<file path="src/rtl/xera4_video_scanout.sv">
// XERA4 video scanout: raster timing, 1 bpp bitmap fetch and MSB-first pixel serialiser.
// Optional macro XERA4_SCANOUT_VBLANK_IRQ_EN adds a one-clock vblank_irq output.
module xera4_video_scanout #(
    parameter int          H_ACTIVE  = 256,
    parameter int          H_FP      = 16,
    parameter int          H_SYNC    = 32,
    parameter int          H_BP      = 16,
    parameter int          V_ACTIVE  = 192,
    parameter int          V_FP      = 20,
    parameter int          V_SYNC    = 3,
    parameter int          V_BP      = 47,
    parameter logic [14:0] BASE_ADDR = 15'h0000,
    parameter logic [7:0]  FG_COLOR  = 8'hFF,
    parameter logic [7:0]  BG_COLOR  = 8'h00
) (
    input  logic        clk,
    input  logic        rst_n,
    output logic [14:0] Scan_Add,
    output logic        Scan_re,
    input  logic [7:0]  Scan_In,
    output logic [7:0]  rgb,
    output logic        de,
    output logic        hsync_n,
    output logic        vsync_n,
    output logic [7:0]  frame_cnt
`ifdef XERA4_SCANOUT_VBLANK_IRQ_EN
    ,
    output logic        vblank_irq
`endif
);

    localparam int H_TOTAL = H_ACTIVE + H_FP + H_SYNC + H_BP;
    localparam int V_TOTAL = V_ACTIVE + V_FP + V_SYNC + V_BP;
    localparam int HW      = $clog2(H_TOTAL);
    localparam int VW      = $clog2(V_TOTAL);
    localparam logic [14:0] LINE_STEP = 15'(H_ACTIVE / 8);

    logic [HW-1:0] h_cnt;
    logic [VW-1:0] v_cnt;
    logic [14:0]   line_base;
    logic [14:0]   scan_add_q;
    logic [14:0]   fetch_addr;
    logic [7:0]    shift_q;
    logic [1:0]    de_pipe;
    logic [1:0]    hs_pipe;
    logic [1:0]    vs_pipe;
    logic          h_wrap, v_wrap, h_act, v_act;
    logic          fetch, load, hs_raw_n, vs_raw_n;

    assign h_wrap   = (h_cnt == HW'(H_TOTAL - 1));
    assign v_wrap   = h_wrap && (v_cnt == VW'(V_TOTAL - 1));
    assign h_act    = (h_cnt < HW'(H_ACTIVE));
    assign v_act    = (v_cnt < VW'(V_ACTIVE));
    assign fetch    = h_act && v_act && (h_cnt[2:0] == 3'd0);
    assign load     = h_act && v_act && (h_cnt[2:0] == 3'd1);
    assign hs_raw_n = !((h_cnt >= HW'(H_ACTIVE + H_FP)) && (h_cnt < HW'(H_ACTIVE + H_FP + H_SYNC)));
    assign vs_raw_n = !((v_cnt >= VW'(V_ACTIVE + V_FP)) && (v_cnt < VW'(V_ACTIVE + V_FP + V_SYNC)));

    // The address is presented in the same cycle the counters reach the byte
    // boundary so the RAM's registered data is ready for the load one clock later.
    // NOTE: gating with rst_n keeps the strobe and address at their reset values while reset is held.
    assign fetch_addr = line_base + 15'(h_cnt >> 3);
    assign Scan_re    = rst_n && fetch;
    assign Scan_Add   = Scan_re ? fetch_addr : scan_add_q;

    // NOTE: sequential state uses non-blocking assignments so every register samples pre-edge values.
    always_ff @(posedge clk or negedge rst_n) begin
        if (!rst_n) begin
            h_cnt     <= '0;
            v_cnt     <= '0;
            line_base <= BASE_ADDR;
            frame_cnt <= '0;
        end else begin
            h_cnt <= h_wrap ? '0 : h_cnt + 1'b1;
            if (h_wrap) begin
                v_cnt <= v_wrap ? '0 : v_cnt + 1'b1;
                if (v_wrap)
                    line_base <= BASE_ADDR;
                else if (v_act)
                    line_base <= line_base + LINE_STEP;
            end
            if (v_wrap)
                frame_cnt <= frame_cnt + 1'b1;
        end
    end

    // Two-stage alignment: load/shift plus the decode pipes give the fixed 2-clock latency.
    always_ff @(posedge clk or negedge rst_n) begin
        if (!rst_n) begin
            scan_add_q <= '0;
            shift_q    <= '0;
            de_pipe    <= '0;
            hs_pipe    <= '1;
            vs_pipe    <= '1;
        end else begin
            if (fetch)
                scan_add_q <= fetch_addr;
            shift_q <= load ? Scan_In : {shift_q[6:0], 1'b0};
            de_pipe <= {de_pipe[0], h_act && v_act};
            hs_pipe <= {hs_pipe[0], hs_raw_n};
            vs_pipe <= {vs_pipe[0], vs_raw_n};
        end
    end

    assign de      = de_pipe[1];
    assign hsync_n = hs_pipe[1];
    assign vsync_n = vs_pipe[1];
    assign rgb     = de ? (shift_q[7] ? FG_COLOR : BG_COLOR) : 8'h00;

`ifdef XERA4_SCANOUT_VBLANK_IRQ_EN
    logic [1:0] irq_pipe;

    always_ff @(posedge clk or negedge rst_n) begin
        if (!rst_n)
            irq_pipe <= '0;
        else
            irq_pipe <= {irq_pipe[0], (h_cnt == '0) && (v_cnt == VW'(V_ACTIVE))};
    end

    assign vblank_irq = irq_pipe[1];
`endif

endmodule

</file>
<file path="config.mk">
export PLATFORM = sky130hd
export DESIGN_NAME = xera4_video_scanout
export DESIGN_NICKNAME = d
export VERILOG_FILES = /design/src/rtl/xera4_video_scanout.sv
export SDC_FILE = /design/constraint.sdc
export NUM_CORES = 1
export LEC_CHECK = 0
export ABC_AREA = 1
export CAP_MARGIN = 15
export CORE_MARGIN = 2
export CORE_UTILIZATION = 23
export DETAILED_ROUTE_END_ITERATION = 8
export GPL_ROUTABILITY_DRIVEN = 0
export PLACE_DENSITY = 0.41
export SLEW_MARGIN = 15
export SYNTH_ARGS = -nofsm -noshare
export SYNTH_HDL_FRONTEND = slang
export SYNTH_SLANG_ARGS = --single-unit
</file>
<file path="constraint.sdc">
create_clock -name clk -period 2.25 [get_ports clk]
set_input_delay 0.45 -clock clk [delete_from_list [all_inputs] [get_ports clk]]
set_output_delay 0.45 -clock clk [all_outputs]
set_load 0.02 [all_outputs]
</file>
* After elaboration in Yosys (flattened, before gate mapping)
Cells that the tools add are included.
** Operators by class
- Reductions and logical operators :: 12
- Add/sub/neg operators :: 5
- Mux-type cells :: 8
- Equality and inequality tests :: 3
- Magnitude comparators :: 6
** Operators by type and width (count)
- 2-to-1 mux 15 bit :: 3
- 2-to-1 mux 8 bit :: 3
- adder 9 x 1 -> 9 bit (second input constant) :: 2
- == test 9 bit (second input constant) :: 2
- < comparator 9 x 8 -> 1 bit (second input constant) :: 2
- < comparator 9 bit (second input constant) :: 2
- 2-to-1 mux 9 bit :: 2
- adder 15 x 6 -> 15 bit :: 1
- adder 15 x 6 -> 15 bit (second input constant) :: 1
- greater-or-equal comparator 9 x 8 -> 1 bit (second input constant) :: 1
- greater-or-equal comparator 9 bit (second input constant) :: 1
- adder 8 x 1 -> 8 bit (second input constant) :: 1
- logical AND 1 bit :: 7
- == test 3 x 1 -> 1 bit (second input constant) :: 1
- zero test 3 bit :: 1
- zero test 1 bit :: 2
- AND reduction 2 bit :: 1
- nonzero test 2 bit :: 1
** Word-level totals
- Input port bits :: 10
- Logic and storage cells :: 43
- Output and inout port bits :: 35
- Bits in registers :: 70

* Logic depth before layout (Yosys ltp)
Gate-level depths: netlist (run 1).
- Depth after elaboration :: 5
- Gate-level depth with buffers :: 9
- Mapped depth without buffers :: 9

* Worst setup path before layout (run 1)
Ideal clock, no wire load.
- Kind :: register to output
- From :: reg h_cnt[0]
- To :: out Scan_Add[0]
- Data required time :: 1.800 ns
- Arrival time :: 1.570 ns
- Path buffers :: 0
- Stages on the path, launching flop included :: 7
- Setup slack :: 0.230 ns
- Path through :: dfrtp_1 -> inv_1 -> ha_1 -> nand2_1 -> nor3_4 -> nand2_4 -> o21ai_0
** On the way
- Word-level cells in the longest chain between the ends :: 5
- Elaborated cells between the ends (all ways) :: 6
- Those cells by class :: order compare (1); mux (1); reduce/logical (4)
** Ends and longest elaborated chain
- start: declaration :: line 38 : logic [HW-1:0] h_cnt;
- start signal: assignment :: line 74 : h_cnt <= h_wrap ? '0 : h_cnt + 1'b1;
- < comparator 9 bit :: line 52 : assign h_act = (h_cnt < HW'(H_ACTIVE));
- logical AND 1 bit :: line 54 : assign fetch = h_act && v_act && (h_cnt[2:0] == 3'd0);
- logical AND 1 bit (*) :: line 54
- logical AND 1 bit (*) :: line 63 : assign Scan_re = rst_n && fetch;
- 2-to-1 mux 15 bit (*) :: line 64 : assign Scan_Add = Scan_re ? fetch_addr : scan_add_q;
- end: declaration :: line 18 : output logic [14:0] Scan_Add,
Mark *: on every way between the ends. The rest lies on a longest branch, timed or not.

* Final worst setup path (run 1)
- From :: reg h_cnt[1]
- To :: out Scan_Add[8]
Same word-level chain as after synthesis.

==> metrics, run 1 <==
status=finished, final reports clean; Avg Cell Area, Syn=7.37 sq um; Worst Path Arrival=1.77 ns; Initial Util=23.5%; part of the Yosys area used for sequential elements=45.8%; Core ar.=0.0151 sq mm; overall routed net length=8500 microns; H-Tree Depth=3; DRC violations left=0; Die Width=128 microns; fraction of layout cells with a size suffix above 1=22.6%; Hold WC Path Type=flop to flop; Cell Area, Synth=0.00356 sq mm; Netlist cell types=29; TritonCTS clock tree=done; final net count=576; Mapped Nets=501; WL per Instance=11.3 microns; Post-DRT Antenna Nets=0; f_max=451 MHz; die footprint=0.0165 sq mm; Final period util=98.5%; Hold WS=0.347 ns; Initial DRC Count=137; clock slew at reported path FFs=0.06 ns; Worst EP required=1.80 ns; first-pass GRT wire length=14800 microns; Skew-Pair Late Insertion Delay=0.33 ns; I/O pin count=45; cell taking the most area after synthesis=dfrtp_1; Tmin final=2.22 ns; grt ovf=0; Antenna Cells=0; Slew Limit Fails=0; pre-CTS WS=-0.0873 ns; peak supply drop=0.000293 V; worst-path fanout max=6; Vias/cell=4.17; CP Capture Type=primary output; CTS buffer count=9; Area contributors post-synth=dfrtp_1, nand2_1, inv_1; vias in the first global route=3061; gr usage total=11.2%; CP Launch Type=flop; final hold viol count=0; largest net degree at the start of global routing=66; Worst Slack Setup Final=0.0346 ns; clock buffer depth=2; clk_skew=0.00639 ns; FP Rows=45; number of clock sinks=65; unrepaired setup endpoints after global routing=true; Final Util=32.2%; hold buffer count at CTS=0; root buf cell=clkbuf_16; Yosys reg bits=65; IO buf count=44; DRT Pass-1 Iters=4; Setup Viol. Count Final=0; MaxCap Viol Count=0; routed vias=3132; total power=2.64 mW; initial antenna violation count=0; Slew Limit Headroom=41.4%; Setup CP Type=flop to primary output; Slew @ Worst Pin=0.879 ns; post-synthesis instance total=483; hpwl dp=5970 microns; Synthesis Warnings=0; Leak=2.48 nW; Area Growth Syn to Fin=37.1%; PD cells=540 mW/mm^2; die span in y=128 microns; Synth top area share=42.9%
## flip-flops by register name, summed over array words and instances (netlist names)
signal / flops
de_pipe: 2
frame_cnt: 8
h_cnt: 9
hs_pipe: 2
line_base: 10
scan_add_q: 15
shift_q: 8
v_cnt: 9
vs_pipe: 2
## cell type report
class | instances | area [sq um]
clock buffers | 9 | 225
clock inverters | 7 | 71.3
fillers | 1599 | 10300
inverters | 51 | 204
multi-input cells | 350 | 1760
flip-flops and latches | 65 | 1630
well taps | 188 | 235
repair buffers | 81 | 756
## logic make-up after synthesis
group	after synthesis	synth area share, %
AO/OA/AOI/OAI	23	3.30
XOR/XNOR	19	4.67
adder cells (fa/ha/maj)	8	2.81
buffers and inverters	68	8.43
flip-flops	65	45.8
AND/OR/NAND/NOR	300	35.0
## through the flow
| stage | TNS [ns] | instances | cell area [sq um] |
|---|---|---|---|
| 3_3_place_gp | -0.605 | 731 | 4370 |
| 3_5_place_dp | -1.06 | 731 | 4370 |
| 6_report | 0 | 751 | 4880 |
| 4_1_cts | -0.0593 | 747 | 4640 |
| 5_1_grt | -1.02 | 751 | 4880 |
| 2_1_floorplan | 0 | 483 | 3560 |
## final timing paths
check | end | from | cells past startpoint | slack [ns]
worst max-delay path | Scan_Add[8] | h_cnt[1] | 9 | 0.03
worst min-delay path | de_pipe[1] | de_pipe[0] | 0 | 0.35
worst max register to register | line_base[11] | h_cnt[1] | 9 | 0.40
worst min register to register | de_pipe[1] | de_pipe[0] | 0 | 0.35
max in group asynchronous | shift_q[1] | rst_n | 2 | 1.24
min in group asynchronous | v_cnt[5] | rst_n | 2 | 0.41
## cells in the mapped netlist
library cell  count
nand2_1         220
dfrtp_1          61
inv_1            47
nor2_1           35
nand3_1          20
xor2_1           18
o21ai_0          15
nand4_1          12
ha_1              8
buf_2             7
buf_4             7
a21oi_1           5
dfstp_2           4
nand2_2           4
inv_2             3
nor2_2            2
nor3_1            2
nor3_4            2
a31oi_1           1
buf_6             1
clkbuf_1          1
clkbuf_2          1
clkinv_2          1
nand2_4           1
nand3_2           1
nor2_4            1
o21ai_1           1
o22ai_1           1
xnor2_1           1
## where the power goes
part / total [mW] / switching [mW] / internal (mW)
Sequential: 1.17 / 0.000186 / 1.17
Clock: 1.39 / 0.537 / 0.854
Combinational: 0.0727 / 0.0438 / 0.0289
## layout by cell type, fill, tap and decap left out, drive strengths merged
master | Yosys | final
nand2 | 225 | 225
dfrtp | 61 | 61
buf | 15 | 52
inv | 50 | 50
nor2 | 38 | 38
clkdlybuf4s50 | 0 | 27
nand3 | 21 | 21
xor2 | 18 | 18
o21ai | 16 | 16
nand4 | 12 | 12
clkbuf | 2 | 11
ha | 8 | 8
a21oi | 5 | 5
dfstp | 4 | 4
nor3 | 4 | 4
clkinv | 1 | 4
clkinvlp | 0 | 3
a31oi | 1 | 1
o22ai | 1 | 1
xnor2 | 1 | 1
bufinv | 0 | 1
## timing repair
item	CTS	global route
pin swaps	1	12
buffers inserted	0	3
setup endpoints to repair	16	16
gates resized for setup	65	81
gates cloned	0	1
## per-layer routing
layer  vias to the layer above  track usage, %  share of wire, %
li1                       1629               -                 -
met2                        52            16.8                44
met3                        12            2.79               3.5
met4                         0            4.65               1.8
met5                         -               0                 0
met1                      1439            15.6                51
## worst max-delay path: stages (launching register included)
cell and delay (ns):
dfrtp_1 0.38, inv_2 0.08, ha_4 0.13, nand2_4 0.04, nor3_4 0.21, nand2_4 0.15
clkbuf_16 0.20, nand2_2 0.05, nand2_2 0.05, buf_6 0.12
No activity file was read; power rests on OpenSTA's default activity.
==> inputs of run 2 (changes only) <==
Settings changed: RECOVER_POWER from default to 25, TNS_END_PERCENT from default to 100.
==> results of run 2 <==
Final layout, timing and power as in run 1 (identical DEF).
